File: src/rtl/stb_dcache_drain_pkg.sv
// Shared widths and state type for the store-buffer drain engine.
package stb_dcache_drain_pkg;

    localparam int DCACHE_ADDR_WIDTH = 32;
    localparam int DCACHE_DATA_WIDTH = 32;
    // Byte lanes per data word; also the width of the byte mask.
    localparam int BLEN              = DCACHE_DATA_WIDTH / 8;

    typedef enum logic {
        IDLE = 1'b0,
        REQ  = 1'b1
    } stb_drain_state_t;

endpackage

File: src/rtl/stb_dcache_drain_perf.sv
// Saturating performance counters for the drain engine.
// Instantiated by stb_dcache_drain only when STB_DRAIN_PERF_EN is defined.
module stb_dcache_drain_perf #(
    parameter int PERF_CNT_W = 32
) (
    input  logic                  clk,
    input  logic                  rst_n,
    input  logic                  drain_inc,
    input  logic                  stall_inc,
    input  logic                  ld_block_inc,
    output logic [PERF_CNT_W-1:0] drain_cnt,
    output logic [PERF_CNT_W-1:0] stall_cnt,
    output logic [PERF_CNT_W-1:0] ld_block_cnt
);

    // Each counter advances on its event and sticks at all-ones.
    always_ff @(posedge clk or negedge rst_n) begin
        if (!rst_n) begin
            drain_cnt    <= '0;
            stall_cnt    <= '0;
            ld_block_cnt <= '0;
        end else begin
            if (drain_inc && (drain_cnt != '1))
                drain_cnt <= drain_cnt + 1'b1;
            if (stall_inc && (stall_cnt != '1))
                stall_cnt <= stall_cnt + 1'b1;
            if (ld_block_inc && (ld_block_cnt != '1))
                ld_block_cnt <= ld_block_cnt + 1'b1;
        end
    end

endmodule

File: src/rtl/stb_dcache_drain.sv
// Store-buffer drain engine: pops the head entry of the store buffer and
// issues it as a word write to the dcache over a req/ack handshake.
// Optional feature macro: STB_DRAIN_PERF_EN (adds drain/stall/load-block
// performance counters and their output ports).
//
// state | meaning
// ------+--------------------------------------------------------------
// IDLE  | no write outstanding; pops the head entry when issue is allowed
// REQ   | write outstanding to the dcache, payload held until ack
module stb_dcache_drain
    import stb_dcache_drain_pkg::*;
#(
    parameter bit LD_PRIORITY = 1'b1
`ifdef STB_DRAIN_PERF_EN
    ,
    parameter int PERF_CNT_W  = 32
`endif
) (
    input  logic                         clk,
    input  logic                         rst_n,
    input  logic                         stb_empty,
    input  logic [DCACHE_ADDR_WIDTH-1:0] stb_addr,
    input  logic [DCACHE_DATA_WIDTH-1:0] stb_wdata,
    input  logic [BLEN-1:0]              stb_sel_byte,
    output logic                         rd_sel,
    output logic                         rd_en,
    input  logic                         lsu2stb_ld_req,
    input  logic                         lsu2stb_fence_req,
    output logic                         stb2lsu_fence_done,
    output logic                         stb2dcache_req,
    output logic                         stb2dcache_w_en,
    output logic [DCACHE_ADDR_WIDTH-1:0] stb2dcache_addr,
    output logic [DCACHE_DATA_WIDTH-1:0] stb2dcache_wdata,
    output logic [BLEN-1:0]              stb2dcache_sel_byte,
    input  logic                         dcache2stb_ack
`ifdef STB_DRAIN_PERF_EN
    ,
    output logic [PERF_CNT_W-1:0]        drain_cnt,
    output logic [PERF_CNT_W-1:0]        stall_cnt,
    output logic [PERF_CNT_W-1:0]        ld_block_cnt
`endif
);

    stb_drain_state_t               state_q;
    stb_drain_state_t               state_d;
    logic                           ld_block;
    logic                           can_issue;
    logic                           pop;
    logic [DCACHE_ADDR_WIDTH-1:0]   addr_q;
    logic [DCACHE_DATA_WIDTH-1:0]   wdata_q;
    logic [BLEN-1:0]                sel_q;

    // A pending load only gates the start of a new store; an in-flight
    // request is never affected by it.
    assign ld_block  = LD_PRIORITY && lsu2stb_ld_req;
    assign can_issue = !stb_empty && !ld_block;

    // State register.
    always_ff @(posedge clk or negedge rst_n) begin
        if (!rst_n)
            state_q <= IDLE;
        else
            state_q <= state_d;
    end

    // Next-state and pop decision; an ack in REQ may pop the next entry in
    // the same cycle so back-to-back stores issue one per cycle.
    always_comb begin
        state_d = state_q;
        pop     = 1'b0;
        case (state_q)
            IDLE: begin
                if (can_issue) begin
                    pop     = 1'b1;
                    state_d = REQ;
                end
            end
            REQ: begin
                if (dcache2stb_ack) begin
                    if (can_issue)
                        pop = 1'b1;
                    else
                        state_d = IDLE;
                end
            end
            default: state_d = IDLE;
        endcase
    end

    // Payload registers load only on a pop, so they stay stable while the
    // request waits for its ack.
    always_ff @(posedge clk or negedge rst_n) begin
        if (!rst_n) begin
            addr_q  <= '0;
            wdata_q <= '0;
            sel_q   <= '0;
        end else if (pop) begin
            addr_q  <= stb_addr;
            wdata_q <= stb_wdata;
            sel_q   <= stb_sel_byte;
        end
    end

    // The pop strobes are combinational from the buffer flags; gate them
    // with reset so nothing is popped while the block is held in reset.
    assign rd_sel = pop && rst_n;
    assign rd_en  = pop && rst_n;

    assign stb2dcache_req      = (state_q == REQ);
    assign stb2dcache_w_en     = stb2dcache_req;
    assign stb2dcache_addr     = addr_q;
    assign stb2dcache_wdata    = wdata_q;
    assign stb2dcache_sel_byte = sel_q;

    // Fence completes only once nothing is buffered and nothing is in flight.
    assign stb2lsu_fence_done  = lsu2stb_fence_req && stb_empty && (state_q == IDLE);

`ifdef STB_DRAIN_PERF_EN
    stb_dcache_drain_perf #(
        .PERF_CNT_W (PERF_CNT_W)
    ) u_perf (
        .clk          (clk),
        .rst_n        (rst_n),
        .drain_inc    ((state_q == REQ) && dcache2stb_ack),
        .stall_inc    ((state_q == REQ) && !dcache2stb_ack),
        .ld_block_inc (!stb_empty && (state_q == IDLE) && ld_block),
        .drain_cnt    (drain_cnt),
        .stall_cnt    (stall_cnt),
        .ld_block_cnt (ld_block_cnt)
    );
`endif

endmodule

File: config.mk
export PLATFORM = sky130hd
export DESIGN_NAME = stb_dcache_drain
export DESIGN_NICKNAME = d
export VERILOG_FILES = /design/src/rtl/stb_dcache_drain_pkg.sv /design/src/rtl/stb_dcache_drain_perf.sv /design/src/rtl/stb_dcache_drain.sv
export SDC_FILE = /design/constraint.sdc
export NUM_CORES = 1
export LEC_CHECK = 0
export ABC_AREA = 1
export CAP_MARGIN = 20
export CORE_MARGIN = 2
export CORE_UTILIZATION = 43
export CTS_BUF_LIST = sky130_fd_sc_hd__clkbuf_2
export DETAILED_ROUTE_END_ITERATION = 8
export PLACE_DENSITY = 0.89
export SLEW_MARGIN = 20
export SYNTH_ARGS = -nofsm -noshare
export SYNTH_HDL_FRONTEND = slang
export SYNTH_SLANG_ARGS = --single-unit
File: constraint.sdc
create_clock -name clk -period 2.3 [get_ports clk]
set_clock_uncertainty 0.15 [all_clocks]
set_input_delay 0.46 -clock clk [delete_from_list [all_inputs] [get_ports clk]]
set_output_delay 0.46 -clock clk [all_outputs]
set_load 0.01 [all_outputs]
==> flow_summary.yaml <==
status:
  status: "finished, final reports clean"
die:
  core_area_um2: 6241
  dieArea_um2: 7030
  io_pins: 147
  die_w_um: 83.85
  die_h_um: 83.85
  num_rows: 29
  initial_core_util_pct: 43.93
cts:
  post-cts-setup-buffers: 0
  cts-buffers-inserted: 9
  cts_root_buffer: "clkbuf_2"
  holdBufCountCts: 0
  clock_sinks: 69
  htree_levels: 3
  cts-resized-gates: 4
  clockBufferDepth: 2
  insertion_delay_ps: 450
  cts_tree: "done"
  path_clk_slew_ps: 190
timing:
  fin_crit_ps: 2206
  worst_hold_slack_ps: 25.91
  setup_tns_ps: 0
  max_slew.worst_pin.slew_ps: 850.7
  min_period_over_period_pct: 95.91
  setup_ws_ps: 94.01
  slew_headroom_pct: 43.29
  rsz0062_at_grt: "no"
  hold_viol_final: 0
  slew_violations: 0
  max_freq_mhz: 453.3
  setup_viol_count_final: 0
final_layout:
  final_cells: 525
  most-common-layout-cells: "clkdlybuf4s50_1 (142), nand2_1 (137), nand3_1 (68), dfrtp_1 (68), clkbuf_2 (10)"
  diodes: 0
  utilization_pct: 69.47
  drive_gt1_share_pct: 5.357
  areaGrowthSynthToFinish_pct: 58.15
  num-nets-final: 517
  final_common_cell: "clkdlybuf4s50_1"
logic_synthesis:
  syn_inst: 305
  synth_cell_types: 12
  synth_seq_cells: 69
  yosysWarnings: 0
  syn_avg_cell_area_um2: 8.988
  yosysTopAreaCell: "dfrtp_1"
  synth_top_area_share_pct: 62.98
  synth.cell_area_um2: 2741
  yosysSeqAreaShare_pct: 62.98
  synthTopCellsByArea: "dfrtp_1 (63%), nand2_1 (19%), nand3_1 (12%), buf_2 (1.8%), buf_4 (1.1%)"
  syn-num-nets: 379
setup_path:
  start_kind: "primary input"
  crit_type: "in2out"
  required_ps: 1690
  cp_cell_sequence: "clkdlybuf4s50_1, nor2_4, nand2_2, nor2_2, dlygate4sd2_1"
  cp_slowest_stage_delay_ps: 480
  cp.arrival_ps: 1600
  end_kind: "output port"
  cp_max_fo: 3
  slowest_stage: "clkdlybuf4s50_1"
global_route:
  antenna_found_initial: 0
  grtUsageTotal_pct: 21.42
  grt_overflow_total: 0
  grt_pass1_wl_um: 12130
  grt_pass1_vias: 2596
  grt_max_degree: 70
pwr:
  swShare_pct: 28.06
  ir_drop_uv: 404.8
  comb_power_share_pct: 28.2
  clkPwrFrac_pct: 24.0
  p_leak_nw: 2.118
  netSwitchingPower_mw: 0.8802
  seqPwrFrac_pct: 47.8
  p_per_area_nw_per_um2: 723.6
  intPower_mw: 2.257
routing:
  drtIter0Drc: 160
  antenna_left: 0
  firstDrtPassIters: 4
  wl_per_cell_um: 13.89
  wl_um: 7290
  num_vias: 2612
  drc: 0
  via_per_inst: 4.975
placed_design:
  dp_hpwl_um: 4934
  pre_cts_slack_ps: -303.0
  dp_cells: 509
  io_buffers: 146
  gp_congestion: 0.7573
job:
  cap_viol_max_count: 0
worst_hold_path:
  hold_path.class: "in2async"
[metrics by stage]
stage | cell area (µm²) | power (mW)
floorplan | 2741 | 1.822
global placement | 4208 | 2.385
detailed placement | 4208 | 2.414
CTS | 4334 | 3.167
global route | 4335 | 3.318
finish | 4335 | 3.137
[cells in the mapped netlist, drive strengths merged]
master  instances
clkbuf          7
buf            16
nand2         139
nor2            3
inv             2
nand3          68
dfrtp          69
o21ai           1
[worst paths after layout]
kind | slack, ps | cells past startpoint | to | start
hold reg to reg | 340 | 2 | stb2dcache_addr[9] | stb2dcache_addr[9]
min in group clk | 340 | 2 | stb2dcache_addr[9] | stb2dcache_addr[9]
setup reg to reg | 640 | 4 | stb2dcache_wdata[4] | stb2dcache_req
max in group asynchronous | 1380 | 2 | stb2dcache_addr[22] | rst_n
setup / recovery | 90 | 5 | rd_en | stb_empty
hold / removal | 30 | 2 | stb2dcache_wdata[29] | rst_n
[metal layers]
layer  track usage, %  wire length [µm]
met5                0                 0
met4            8.358               121
met3            6.429               536
met2            35.13              3681
met1            26.78              2951
[registers in the layout (all words and copies together), names as in the netlist]
name                 flops
stb2dcache_addr         32
stb2dcache_req           1
stb2dcache_sel_byte      4
stb2dcache_wdata        32
[final cells by class]
class                           instances  area [µm²]
Fill cell                             515        1906
Sequential cell                        69        1728
Timing Repair Buffer                  150        1483
Multi-Input combinational cell        211       893.4
Tap cell                               77       96.34
Clock inverter                          6       77.57
Clock buffer                           10       50.05
Inverter                                2       7.507
[power groups by stage]
stage          registers [mW]  logic (mW)  clock network (mW)
2_1_floorplan            1.61       0.217                   0
3_3_place_gp             1.52       0.869                   0
3_5_place_dp             1.52       0.894                   0
4_1_cts                  1.50       0.895               0.772
5_1_grt                  1.53       0.958               0.835
6_report                 1.50       0.883               0.754
[kinds of logic after synthesis]
| group | synth area share [%] |
|---|---|
| DFF | 62.99 |
| buffers and inverters | 4.701 |
| AOI/OAI and AO/OA | 0.1824 |
| and+or+nand+nor | 32.13 |
[worst max-delay path, delay by kind of cell]
| kind | cells | cell delay (ps) |
|---|---|---|
| buf+inv | 2 | 770 |
| simple gates | 3 | 370 |
(Power assumes the default switching activity.)
